### src/rtl/pe_mac_seq_if.sv
`default_nettype none
// ============================================================================
// Module   : pe_mac_seq_if
// Purpose  : Job, operand-buffer, chain-control and writeback signals of the
//            PE MAC tile sequencer, bundled with dispatcher/sequencer views.
// Revision : 1.0  initial release
// ============================================================================
interface pe_mac_seq_if #(
   parameter int ADDR_WIDTH = 10,
   parameter int LEN_WIDTH  = 10
);
   // Job request from the dispatcher
   logic                  i_start;
   logic [LEN_WIDTH-1:0]  i_len;
   logic [ADDR_WIDTH-1:0] i_waddr_base;
   logic [ADDR_WIDTH-1:0] i_maddr_base;
   logic                  i_hold;
   logic                  i_res_rdy;

   // Status, buffer reads, chain controls and perf counters
   logic                  o_busy;
   logic                  o_done;
   logic                  o_wbuf_rd;
   logic [ADDR_WIDTH-1:0] o_wbuf_addr;
   logic                  o_mbuf_rd;
   logic [ADDR_WIDTH-1:0] o_mbuf_addr;
   logic                  o_wdata_vld;
   logic                  o_mdata_vld;
   logic                  o_mac_en;
   logic                  o_mac_clear;
   logic                  o_res_vld;
   logic [31:0]           o_hold_cyc;
   logic [31:0]           o_job_cyc;

   // Dispatcher / writeback side
   modport master (
      output i_start, i_len, i_waddr_base, i_maddr_base, i_hold, i_res_rdy,
      input  o_busy, o_done, o_wbuf_rd, o_wbuf_addr, o_mbuf_rd, o_mbuf_addr,
             o_wdata_vld, o_mdata_vld, o_mac_en, o_mac_clear, o_res_vld,
             o_hold_cyc, o_job_cyc
   );

   // Sequencer side
   modport slave (
      input  i_start, i_len, i_waddr_base, i_maddr_base, i_hold, i_res_rdy,
      output o_busy, o_done, o_wbuf_rd, o_wbuf_addr, o_mbuf_rd, o_mbuf_addr,
             o_wdata_vld, o_mdata_vld, o_mac_en, o_mac_clear, o_res_vld,
             o_hold_cyc, o_job_cyc
   );
endinterface
`default_nettype wire

### src/rtl/pe_mac_seq.sv
`default_nettype none
// ============================================================================
// Module   : pe_mac_seq
// Purpose  : Per-tile sequencer for the PE MAC chain. Accepts one job, clears
//            the chain, issues weight/map buffer reads, drains the chain and
//            hands the result to writeback.
// Options  : PE_MAC_SEQ_PERF_EN - builds the hold/job cycle counters;
//            without it o_hold_cyc/o_job_cyc are tied to 0.
// Revision : 1.0  initial release
// ============================================================================
module pe_mac_seq #(
   parameter int ADDR_WIDTH = 10,
   parameter int LEN_WIDTH  = 10,
   parameter int PE_DEPTH   = 8,
   parameter int RD_LAT     = 1
) (
   input  logic        i_clk,
   input  logic        i_rst,
   pe_mac_seq_if.slave bus
);

   // Cycles the chain needs after the last read before every accumulator is final
   localparam int DRAIN_CYC = RD_LAT + PE_DEPTH + 1;
   localparam int DRAIN_W   = $clog2(DRAIN_CYC + 1);

   typedef enum logic [2:0] {
      S_IDLE  = 3'd0,
      S_CLEAR = 3'd1,
      S_ISSUE = 3'd2,
      S_DRAIN = 3'd3,
      S_OUT   = 3'd4
   } state_t;

   state_t                r_state;
   logic [LEN_WIDTH-1:0]  r_len;
   logic [LEN_WIDTH-1:0]  r_cnt;
   logic [ADDR_WIDTH-1:0] r_wbase;
   logic [ADDR_WIDTH-1:0] r_mbase;
   logic [DRAIN_W-1:0]    r_drain;

   logic                  r_busy;
   logic                  r_done;
   logic                  r_wbuf_rd;
   logic                  r_mbuf_rd;
   logic [ADDR_WIDTH-1:0] r_wbuf_addr;
   logic [ADDR_WIDTH-1:0] r_mbuf_addr;
   logic                  r_mac_en;
   logic                  r_mac_clear;
   logic                  r_res_vld;

   logic [RD_LAT-1:0]     r_wvld_pipe;
   logic [RD_LAT-1:0]     r_mvld_pipe;

   logic [LEN_WIDTH-1:0]  w_cnt_nxt;

   assign w_cnt_nxt = r_cnt + LEN_WIDTH'(1);

   // Job sequencing FSM; every output it drives is a register updated here
   always_ff @(posedge i_clk) begin
      if (i_rst) begin
         r_state     <= S_IDLE;
         r_len       <= '0;
         r_cnt       <= '0;
         r_wbase     <= '0;
         r_mbase     <= '0;
         r_drain     <= '0;
         r_busy      <= 1'b0;
         r_done      <= 1'b0;
         r_wbuf_rd   <= 1'b0;
         r_mbuf_rd   <= 1'b0;
         r_wbuf_addr <= '0;
         r_mbuf_addr <= '0;
         r_mac_en    <= 1'b0;
         r_mac_clear <= 1'b0;
         r_res_vld   <= 1'b0;
      end else begin
         // Pulse-type outputs default low every cycle
         r_done      <= 1'b0;
         r_wbuf_rd   <= 1'b0;
         r_mbuf_rd   <= 1'b0;
         r_mac_clear <= 1'b0;
         case (r_state)
            S_IDLE: begin
               if (bus.i_start) begin
                  if (bus.i_len == '0) begin
                     // Empty job retires immediately without touching the chain
                     r_done <= 1'b1;
                  end else begin
                     r_len       <= bus.i_len;
                     r_wbase     <= bus.i_waddr_base;
                     r_mbase     <= bus.i_maddr_base;
                     r_cnt       <= '0;
                     r_state     <= S_CLEAR;
                     r_busy      <= 1'b1;
                     r_mac_en    <= 1'b1;
                     r_mac_clear <= 1'b1;
                  end
               end
            end
            S_CLEAR: begin
               r_state <= S_ISSUE;
            end
            S_ISSUE: begin
               if (!bus.i_hold) begin
                  r_wbuf_rd   <= 1'b1;
                  r_mbuf_rd   <= 1'b1;
                  r_wbuf_addr <= r_wbase + ADDR_WIDTH'(r_cnt);
                  r_mbuf_addr <= r_mbase + ADDR_WIDTH'(r_cnt);
                  r_cnt       <= w_cnt_nxt;
                  if (w_cnt_nxt == r_len) begin
                     r_state <= S_DRAIN;
                     r_drain <= '0;
                  end
               end
            end
            S_DRAIN: begin
               if (r_drain == DRAIN_W'(DRAIN_CYC - 1)) begin
                  r_state   <= S_OUT;
                  r_res_vld <= 1'b1;
               end else begin
                  r_drain <= r_drain + DRAIN_W'(1);
               end
            end
            S_OUT: begin
               if (bus.i_res_rdy) begin
                  r_state   <= S_IDLE;
                  r_res_vld <= 1'b0;
                  r_busy    <= 1'b0;
                  r_mac_en  <= 1'b0;
                  r_done    <= 1'b1;
               end
            end
            default: begin
               r_state   <= S_IDLE;
               r_busy    <= 1'b0;
               r_mac_en  <= 1'b0;
               r_res_vld <= 1'b0;
            end
         endcase
      end
   end

   // Data-valid strobes follow the read strobes by the buffer read latency
   generate
      if (RD_LAT == 1) begin : g_vld_lat1
         // Single-stage delay
         always_ff @(posedge i_clk) begin
            if (i_rst) begin
               r_wvld_pipe <= '0;
               r_mvld_pipe <= '0;
            end else begin
               r_wvld_pipe <= r_wbuf_rd;
               r_mvld_pipe <= r_mbuf_rd;
            end
         end
      end else begin : g_vld_latn
         // Multi-stage shift; keeps shifting in every state so no read is lost
         always_ff @(posedge i_clk) begin
            if (i_rst) begin
               r_wvld_pipe <= '0;
               r_mvld_pipe <= '0;
            end else begin
               r_wvld_pipe <= {r_wvld_pipe[RD_LAT-2:0], r_wbuf_rd};
               r_mvld_pipe <= {r_mvld_pipe[RD_LAT-2:0], r_mbuf_rd};
            end
         end
      end
   endgenerate

`ifdef PE_MAC_SEQ_PERF_EN
   logic [31:0] r_hold_cyc;
   logic [31:0] r_job_cyc;

   // Perf counters: cleared on start, job_cyc counts busy cycles, hold_cyc counts stalled issue cycles
   always_ff @(posedge i_clk) begin
      if (i_rst) begin
         r_hold_cyc <= '0;
         r_job_cyc  <= '0;
      end else if (r_state == S_IDLE) begin
         if (bus.i_start) begin
            r_hold_cyc <= '0;
            r_job_cyc  <= '0;
         end
      end else begin
         if (r_job_cyc != '1) begin
            r_job_cyc <= r_job_cyc + 32'd1;
         end
         if ((r_state == S_ISSUE) && bus.i_hold && (r_hold_cyc != '1)) begin
            r_hold_cyc <= r_hold_cyc + 32'd1;
         end
      end
   end

   assign bus.o_hold_cyc = r_hold_cyc;
   assign bus.o_job_cyc  = r_job_cyc;
`else
   assign bus.o_hold_cyc = '0;
   assign bus.o_job_cyc  = '0;
`endif

   assign bus.o_busy      = r_busy;
   assign bus.o_done      = r_done;
   assign bus.o_wbuf_rd   = r_wbuf_rd;
   assign bus.o_wbuf_addr = r_wbuf_addr;
   assign bus.o_mbuf_rd   = r_mbuf_rd;
   assign bus.o_mbuf_addr = r_mbuf_addr;
   assign bus.o_wdata_vld = r_wvld_pipe[RD_LAT-1];
   assign bus.o_mdata_vld = r_mvld_pipe[RD_LAT-1];
   assign bus.o_mac_en    = r_mac_en;
   assign bus.o_mac_clear = r_mac_clear;
   assign bus.o_res_vld   = r_res_vld;

endmodule
`default_nettype wire

### src/flat_wrapper.sv
// flat-port wrapper written by rule: the top's interface ports become plain ports
module pe_mac_seq_flat 
#(
   parameter int ADDR_WIDTH = 10,
   parameter int LEN_WIDTH  = 10,
   parameter int PE_DEPTH   = 8,
   parameter int RD_LAT     = 1
)
  (i_clk, i_rst, bus_i_start, bus_i_len, bus_i_waddr_base, bus_i_maddr_base, bus_i_hold, bus_i_res_rdy, bus_o_busy, bus_o_done, bus_o_wbuf_rd, bus_o_wbuf_addr, bus_o_mbuf_rd, bus_o_mbuf_addr, bus_o_wdata_vld, bus_o_mdata_vld, bus_o_mac_en, bus_o_mac_clear, bus_o_res_vld, bus_o_hold_cyc, bus_o_job_cyc);
  pe_mac_seq_if #(.ADDR_WIDTH(ADDR_WIDTH), .LEN_WIDTH(LEN_WIDTH)) bus_i ();
  input  logic i_clk;
  input  logic i_rst;
  input wire logic [$bits(bus_i.i_start)-1:0] bus_i_start;
  input wire logic [$bits(bus_i.i_len)-1:0] bus_i_len;
  input wire logic [$bits(bus_i.i_waddr_base)-1:0] bus_i_waddr_base;
  input wire logic [$bits(bus_i.i_maddr_base)-1:0] bus_i_maddr_base;
  input wire logic [$bits(bus_i.i_hold)-1:0] bus_i_hold;
  input wire logic [$bits(bus_i.i_res_rdy)-1:0] bus_i_res_rdy;
  output wire logic [$bits(bus_i.o_busy)-1:0] bus_o_busy;
  output wire logic [$bits(bus_i.o_done)-1:0] bus_o_done;
  output wire logic [$bits(bus_i.o_wbuf_rd)-1:0] bus_o_wbuf_rd;
  output wire logic [$bits(bus_i.o_wbuf_addr)-1:0] bus_o_wbuf_addr;
  output wire logic [$bits(bus_i.o_mbuf_rd)-1:0] bus_o_mbuf_rd;
  output wire logic [$bits(bus_i.o_mbuf_addr)-1:0] bus_o_mbuf_addr;
  output wire logic [$bits(bus_i.o_wdata_vld)-1:0] bus_o_wdata_vld;
  output wire logic [$bits(bus_i.o_mdata_vld)-1:0] bus_o_mdata_vld;
  output wire logic [$bits(bus_i.o_mac_en)-1:0] bus_o_mac_en;
  output wire logic [$bits(bus_i.o_mac_clear)-1:0] bus_o_mac_clear;
  output wire logic [$bits(bus_i.o_res_vld)-1:0] bus_o_res_vld;
  output wire logic [$bits(bus_i.o_hold_cyc)-1:0] bus_o_hold_cyc;
  output wire logic [$bits(bus_i.o_job_cyc)-1:0] bus_o_job_cyc;
  assign bus_i.i_start = bus_i_start;
  assign bus_i.i_len = bus_i_len;
  assign bus_i.i_waddr_base = bus_i_waddr_base;
  assign bus_i.i_maddr_base = bus_i_maddr_base;
  assign bus_i.i_hold = bus_i_hold;
  assign bus_i.i_res_rdy = bus_i_res_rdy;
  assign bus_o_busy = bus_i.o_busy;
  assign bus_o_done = bus_i.o_done;
  assign bus_o_wbuf_rd = bus_i.o_wbuf_rd;
  assign bus_o_wbuf_addr = bus_i.o_wbuf_addr;
  assign bus_o_mbuf_rd = bus_i.o_mbuf_rd;
  assign bus_o_mbuf_addr = bus_i.o_mbuf_addr;
  assign bus_o_wdata_vld = bus_i.o_wdata_vld;
  assign bus_o_mdata_vld = bus_i.o_mdata_vld;
  assign bus_o_mac_en = bus_i.o_mac_en;
  assign bus_o_mac_clear = bus_i.o_mac_clear;
  assign bus_o_res_vld = bus_i.o_res_vld;
  assign bus_o_hold_cyc = bus_i.o_hold_cyc;
  assign bus_o_job_cyc = bus_i.o_job_cyc;
  pe_mac_seq #(.ADDR_WIDTH(ADDR_WIDTH), .LEN_WIDTH(LEN_WIDTH), .PE_DEPTH(PE_DEPTH), .RD_LAT(RD_LAT)) u_core (.i_clk(i_clk), .i_rst(i_rst), .bus(bus_i));
endmodule
### config.mk
export PLATFORM = sky130hd
export DESIGN_NAME = pe_mac_seq_flat
export DESIGN_NICKNAME = d
export VERILOG_FILES = /design/src/rtl/pe_mac_seq_if.sv /design/src/rtl/pe_mac_seq.sv /design/src/flat_wrapper.sv
export SDC_FILE = /design/constraint.sdc
export NUM_CORES = 1
export LEC_CHECK = 0
export ABC_AREA = 1
export CORE_AREA = 2 2 100 102
export DETAILED_ROUTE_END_ITERATION = 10
export DIE_AREA = 0 0 102 104
export GPL_TIMING_DRIVEN = 1
export MAX_ROUTING_LAYER = met4
export PLACE_DENSITY = 0.8
export SLEW_MARGIN = 20
export SYNTH_ARGS = -nofsm -noshare
export SYNTH_HDL_FRONTEND = slang
export SYNTH_SLANG_ARGS = --single-unit
### constraint.sdc
create_clock -name i_clk -period 2.5 [get_ports i_clk]
set_clock_uncertainty 0.1 [all_clocks]
set_input_delay 0.5 -clock i_clk [delete_from_list [all_inputs] [get_ports i_clk]]
set_output_delay 0.5 -clock i_clk [all_outputs]
set_load 0.01 [all_outputs]
==> reports/results.ini, run 1 <==
[status]
run_status = finished, final reports clean

[global_route]
global_route_total_overflow = 0
first_global_vias = 3644
antenna_violations_before_repair = 0
grt_first_pass_wirelength_um = 16800
gr-usage-all-layers = 0.203
grt_start_max_net_pins = 39

[sta]
post_route_fraction_of_the_period_consumed_by_the_critical_path = 0.911
setup_ws_ns = 0.222
final-setup-viol-count = 0
tns_ns = 0
clock.fmax_mhz = 439
min_period_ns = 2.28
finalHoldViolCount = 0
rsz0062_at_grt = false
timing.final.max_slew_violations = 0

[detailed_routing]
average_wire_length_per_cell_after_detail_routing_um = 12.6
via_count = 3951
routed_wirelength_um = 10300
detail-route-antenna-nets = 0
detail_route.iter0.violations = 200
drcViolationCount = 0
detail_route.first_pass.iterations = 5
vias_per_cell = 4.83

[synth]
synthDominantCellAreaShare = 0.322
yosys.area.top_type = dfxtp_1
netlist_area_mm2 = 0.00454
netlist_top_cells_count = inv_1 (90), dfxtp_1 (73), buf_4 (68)
synthCells = 615
post_synth_num_cell_types = 44
postSynthRegisterBits = 73
synth_flop_cell = dfxtp_1
synthesis.yosys.warnings = 0
seq_area_frac_synth = 0.322
number_of_enable_flip_flop_cells_after_synthesis = 0
post_synth.cell_area_avg_um2 = 7.38
asyncSetResetFlopFracSynth = 0
synthMostInstantiatedCell = inv_1
synth.top_cells.by_area = dfxtp_1 (32%), buf_4 (11%), inv_1 (7.4%)

[pwr]
static_leak_nw = 2.44
vdd_ir_drop_max_uv = 378
power_density_mw_per_mm2 = 862

[placement]
place_hpwl_um = 7800
post-place-cells = 802
port_buffers = 63
post-place-ws_ns = 0.0543
finalWeightedCongestion = 0.874

[setup_path]
critical_path.endpoint_type = flop
crit_arrival_ns = 2.42
critical_path.startpoint_type = flop
critical_path_peak_fanout = 6
cp_data_required_time_ns = 2.65
worst_path_max_delay_cell = dfxtp_1
timing.critical_path.from = u_core.r_cnt[0]$_SDFFE_PP0P_
crit_path_max_incr_delay_ns = 0.44
worstSetupPathType = flop to flop
crit_reg_reg_startpoint = u_core.r_cnt[0]$_SDFFE_PP0P_
crit_path_cell_trace = ha_1, inv_1, fa_1, o21ai_0, buf_4, nand2_1, o311ai_0, xor2_1, nand2_1, o211ai_1, inv_1

[worst_hold_path]
hold_class = flop to flop
hold_path_startpoint = u_core.bus.o_wbuf_rd$_SDFF_PP0_

[final_layout]
drive_gt1_frac = 0.0876
multi_input_area_mm2 = 0.00238
register_area_mm2 = 0.00146
area.growth.synth_to_final_pct = 17.5
nets = 738
antenna_cells_inserted = 0
n_fill_cell = 942
fin_cells = 818

[floorplan]
die_boundary_height_um = 104
floorplan.die_area_mm2 = 0.0106
core_area_mm2 = 0.00955
chipWidth_um = 102
rows = 36
initial_core_util = 0.475
num_io_pins = 128

[clock_tree]
cts_tree = built
clkTransAtPathRegs_ns = 0.08
htree_levels = 3
clock_tree.root_cell = clkbuf_8
cts_post_setup_buffers_inserted = 0
numClockSinks = 73
cts_max_path_buffers = 2
cts-buffers-inserted = 9
worstSkewPairLatency_ns = 0.35

[job]
timing.max_cap.violations = 0

per-stage QoR:
step | utilization | area (µm²) | power, W | hold WS, ns
after floorplan | - | 4780 | 0.00300 | 0.328
after global placement | 0.534 | 5100 | 0.00345 | 0.328
after detailed placement | 0.534 | 5100 | 0.00352 | 0.335
after CTS | 0.559 | 5340 | 0.00462 | 0.346
after global routing | 0.559 | 5340 | 0.00493 | 0.364
final | 0.559 | 5340 | 0.00460 | 0.341
power breakdown:
group / switching, W / leakage [nW] / internal [W]
Sequential: 0.000240 / 0.599 / 0.00146
Clock: 0.000469 / 0.117 / 0.000624
Combinational: 0.00106 / 1.72 / 0.000755
Total: 0.00177 / 2.44 / 0.00283
repair_timing:
item / CTS / global route
gates resized for setup: 0 / 1
setup endpoints to repair: 0 / 2
hold buffers: 0 / 0
per-layer routing:
metal,up-vias,routed length [µm],track usage
met2,116,4760,0.313
met3,17,452,0.0349
met5,-,0,-
met1,1802,4890,0.267
li1,2016,-,-
met4,0,179,0.0714
state kept, by name, summed over array words and instances (netlist names):
register	count
u_core.bus.o_done	1
u_core.bus.o_res_vld	1
u_core.bus.o_wbuf_rd	1
u_core.r_len	10
u_core.r_drain	4
u_core.r_cnt	10
u_core.bus.o_busy	1
u_core.bus.o_mbuf_addr	10
u_core.bus.o_mac_clear	1
u_core.bus.o_wbuf_addr	10
u_core.r_mbase	10
u_core.r_state	3
u_core.r_wbase	10
u_core.bus.o_wdata_vld	1
placed cells by master (no fill, tap or decap), types with 3 or more instances in the layout:
master           synthesis  final
a211oi_1                 3      3
a21oi_1                 61     61
buf_4                   68     12
clkbuf_8                 0     11
clkdlybuf4s50_1          0     63
conb_1                   1     64
dfxtp_1                 73     73
ha_1                    21     21
inv_1                   90     90
nand2_1                 64     64
nand2_2                 11     11
nand3_1                 31     31
nand4_1                  6      6
nor2_1                  38     38
nor2_2                   3      3
nor3_1                   6      6
o211ai_1                 4      4
o21ai_0                 54     53
o21ai_1                  4      5
o21bai_1                 9      9
o31ai_1                  3      3
o32ai_1                  3      3
or2_2                    4      4
xnor2_1                  4      4
xor2_1                  14     14
logic make-up (layout without fill, tap and decap cells):
logic type	after synthesis	after routing	share of synthesized area
buffers and inverters	177	184	0.205
AND/OR/NAND/NOR	172	172	0.180
AO/OA/AOI/OAI	151	151	0.190
flip-flops	73	73	0.322
adder cells (fa/ha/maj)	23	23	0.0667
XOR/XNOR	18	18	0.0347
other	1	64	0.000826
critical path: cells and delay by family (launching register included):
| kind | cells | cell delay (ns) |
|---|---|---|
| AO/OA/AOI/OAI | 3 | 0.39 |
| XOR/XNOR | 1 | 0.21 |
| adder cells (fa/ha/maj) | 2 | 0.63 |
| buffers and inverters | 3 | 0.29 |
| flip-flops | 1 | 0.44 |
| AND/OR/NAND/NOR | 2 | 0.12 |
path summary, 6_finish.rpt:
path | depth (start not counted) | slack (ns) | endpoint
min | 2 | 0.34 | u_core.bus.o_wdata_vld$_SDFF_PP0_
max reg2reg | 11 | 0.22 | u_core.bus.o_mbuf_addr[8]$_SDFFE_PP0P_
min reg2reg | 2 | 0.34 | u_core.bus.o_wdata_vld$_SDFF_PP0_
max | 11 | 0.22 | u_core.bus.o_mbuf_addr[8]$_SDFFE_PP0P_
area by class of cell:
class,instances,share of cell area
clock inverters,5,0.0159
well taps,133,0.0312
repair buffers,76,0.139
flip-flops and latches,73,0.274
inverters,92,0.0647
multi-input cells,428,0.447
clock buffers,11,0.0284
Power figures use the tool's default switching activity.
==> inputs of run 2 (changes only) <==
--- a/config.mk
+++ b/config.mk
@@ -7,6 +7,7 @@
 export LEC_CHECK = 0
 export ABC_AREA = 1
 export CORE_AREA = 2 2 100 102
+export CTS_CLUSTER_DIAMETER = 50
 export DETAILED_ROUTE_END_ITERATION = 10
 export DIE_AREA = 0 0 102 104
 export GPL_TIMING_DRIVEN = 1
==> results of run 2 <==
The final DEF is identical to that of run 1; final timing and power are the same.
==> inputs of run 3 (changes only) <==
--- a/config.mk
+++ b/config.mk
@@ -12,7 +12,7 @@
 export DIE_AREA = 0 0 102 104
 export GPL_TIMING_DRIVEN = 1
 export MAX_ROUTING_LAYER = met4
-export PLACE_DENSITY = 0.8
+export PLACE_DENSITY = 0.85
 export SLEW_MARGIN = 20
 export SYNTH_ARGS = -nofsm -noshare
 export SYNTH_HDL_FRONTEND = slang
==> run 3 against run 2 <==
Die area is the same. First-iteration DRC count decreased by 8.5%. Hold slack worse by 0.0029 ns.
==> reports/results.ini, run 3 (synthesized netlist as in run 1, its figures left out) <==
[setup_path]
worstSetupPathType = flop to flop  ; unchanged
cp_data_required_time_ns = 2.65  ; about the same
rr_endpoint = u_core.bus.o_mbuf_addr[8]$_SDFFE_PP0P_  ; unchanged
crit_reg_reg_startpoint = u_core.r_cnt[0]$_SDFFE_PP0P_  ; unchanged
crit_arrival_ns = 2.46  ; was 2.42 ns
critical_path.endpoint_type = flop  ; unchanged
critical_path.startpoint_type = flop  ; unchanged
worst_r2r_path_depth = 11  ; unchanged
worst-r2r-setup-slack_ns = 0.19  ; was 0.22 ns
worstSetupEndpoint = u_core.bus.o_mbuf_addr[8]$_SDFFE_PP0P_  ; unchanged
timing.critical_path.from = u_core.r_cnt[0]$_SDFFE_PP0P_  ; unchanged
critical_path_peak_fanout = 6  ; unchanged

[floorplan]
core_area_mm2 = 0.00955  ; unchanged
floorplan.die_area_mm2 = 0.0106  ; unchanged
chipWidth_um = 102  ; unchanged
rows = 36  ; unchanged
die_boundary_height_um = 104  ; unchanged
num_io_pins = 128  ; unchanged
initial_core_util = 0.475  ; unchanged

[detailed_routing]
routed_wirelength_um = 10000  ; was 10,300 µm
via_count = 3969  ; was 3,951
vias_per_cell = 4.86  ; was 4.83
detail_route.first_pass.iterations = 5  ; unchanged
detail-route-antenna-nets = 0  ; unchanged
average_wire_length_per_cell_after_detail_routing_um = 12.3  ; was 12.6 µm
drcViolationCount = 0  ; unchanged
detail_route.iter0.violations = 183  ; was 200

[pwr]
vdd_ir_drop_max_uv = 366  ; was 378 µV
static_leak_nw = 2.40  ; was 2.44 nW
power_density_mw_per_mm2 = 828  ; was 862 mW/mm²
power.total_w = 0.00436  ; was 0.00460 W

[final_layout]
drive_gt1_frac = 0.0864  ; was 0.0876
nets = 736  ; was 738
antenna_cells_inserted = 0  ; unchanged
area.growth.synth_to_final_pct = 16.1  ; was 17.5%
mostFrequentLayoutCell = inv_1  ; unchanged
multi_input_area_mm2 = 0.00238  ; unchanged
register_area_mm2 = 0.00146  ; about the same
layout.cells.most_common_list = inv_1 (90), dfxtp_1 (72), nand2_1 (64), conb_1 (64), clkdlybuf4s50_1 (63)  ; was inv_1 (90), dfxtp_1 (73), nand2_1 (64), conb_1 (64), clkdlybuf4s50_1 (63)
n_fill_cell = 901  ; was 942

[global_route]
grt_first_pass_wirelength_um = 16600  ; was 16,800 µm
grt_start_max_net_pins = 57  ; was 39
first_global_vias = 3575  ; was 3,644
global_route_total_overflow = 0  ; unchanged
gr-usage-all-layers = 0.199  ; was 0.203
antenna_violations_before_repair = 0  ; unchanged

[placement]
finalWeightedCongestion = 0.990  ; was 0.874
port_buffers = 63  ; unchanged
post-place-ws_ns = 0.0377  ; was 0.0543 ns
place_hpwl_um = 7690  ; was 7800 µm

[sta]
min_period_ns = 2.31  ; was 2.28 ns
final-setup-viol-count = 0  ; unchanged
timing.final.max_slew_violations = 0  ; unchanged
finalHoldViolCount = 0  ; unchanged
tns_ns = 0  ; unchanged
clock.fmax_mhz = 433  ; was 439 MHz
rsz0062_at_grt = false  ; unchanged
post_route_fraction_of_the_period_consumed_by_the_critical_path = 0.923  ; was 0.911
setup_ws_ns = 0.192  ; was 0.222 ns

[status]
run_status = finished, final reports clean  ; unchanged

[clock_tree]
worstSkewPairLatency_ns = 0.36  ; was 0.35 ns
cts_tree = built  ; unchanged
total_of_cells_resized_after_clock_tree_synthesis = 0  ; unchanged
clock_tree.root_cell = clkbuf_8  ; unchanged
numClockSinks = 73  ; unchanged
htree_levels = 3  ; unchanged
cts_max_path_buffers = 2  ; unchanged
cts_post_setup_buffers_inserted = 0  ; unchanged
clkTransAtPathRegs_ns = 0.08  ; about the same
cts-buffers-inserted = 9  ; unchanged
cts_hold_buf = 0  ; unchanged

[worst_hold_path]
hold_class = flop to flop  ; unchanged

[job]
timing.max_cap.violations = 0  ; unchanged

run 3: final cells by class:
type / instances / area share
inverter: 92 / 0.0655
multi-input combinational: 428 / 0.452
sequential: 73 / 0.277
clock buffer: 10 / 0.0261
timing repair buffer: 74 / 0.138
tap: 133 / 0.0316
clock inverter: 6 / 0.00926
run 3: worst min path at each step:
stage / start / end / slack, ns / cells after the start
after floorplan: u_core.r_mbase[2]$_SDFFE_PP0P_ / u_core.r_mbase[2]$_SDFFE_PP0P_ / 0.33 / 2
after global placement: u_core.bus.o_wbuf_rd$_SDFF_PP0_ / u_core.bus.o_wdata_vld$_SDFF_PP0_ / 0.32 / 2
after detailed placement: u_core.bus.o_wbuf_rd$_SDFF_PP0_ / u_core.bus.o_wdata_vld$_SDFF_PP0_ / 0.33 / 2
after CTS: u_core.bus.o_wbuf_rd$_SDFF_PP0_ / u_core.bus.o_wdata_vld$_SDFF_PP0_ / 0.34 / 2
after global routing: u_core.bus.o_wbuf_rd$_SDFF_PP0_ / u_core.bus.o_wdata_vld$_SDFF_PP0_ / 0.37 / 2
final: u_core.bus.o_wbuf_rd$_SDFF_PP0_ / u_core.bus.o_wdata_vld$_SDFF_PP0_ / 0.34 / 2
run 3: worst max-delay path, cell delays in order (launching register included):
cell and delay, ns:
dfxtp_2 0.43, ha_1 0.24, inv_1 0.09, fa_1 0.40, o21ai_0 0.21, buf_4 0.16
nand2_1 0.04, o311ai_0 0.11, xor2_1 0.20, nand2_1 0.07, o211ai_1 0.09, inv_1 0.06
run 3: per-layer routing:
metal | part of all wire | wire (µm) | up-vias | global-route usage
met5 | 0 | 0 | - | -
met3 | 0.050 | 500 | 17 | 0.0336
li1 | - | - | 1999 | -
met1 | 0.46 | 4620 | 1818 | 0.258
met2 | 0.47 | 4740 | 135 | 0.313
met4 | 0.016 | 163 | 0 | 0.0667
run 3: power breakdown:
part	total, W	switching [W]	internal (W)
registers	0.00169	0.000233	0.00146
clock network	0.000873	0.000477	0.000395
logic	0.00180	0.00105	0.000754
total	0.00436	0.00176	0.00261
run 3: per-stage QoR:
step / hold WS (ns) / utilization / cells / instance area, µm²
2_1_floorplan: 0.328 / - / 678 / 4780
3_3_place_gp: 0.323 / 0.532 / 800 / 5080
3_5_place_dp: 0.329 / 0.532 / 800 / 5080
4_1_cts: 0.340 / 0.552 / 816 / 5270
5_1_grt: 0.369 / 0.552 / 816 / 5270
6_report: 0.338 / 0.552 / 816 / 5270
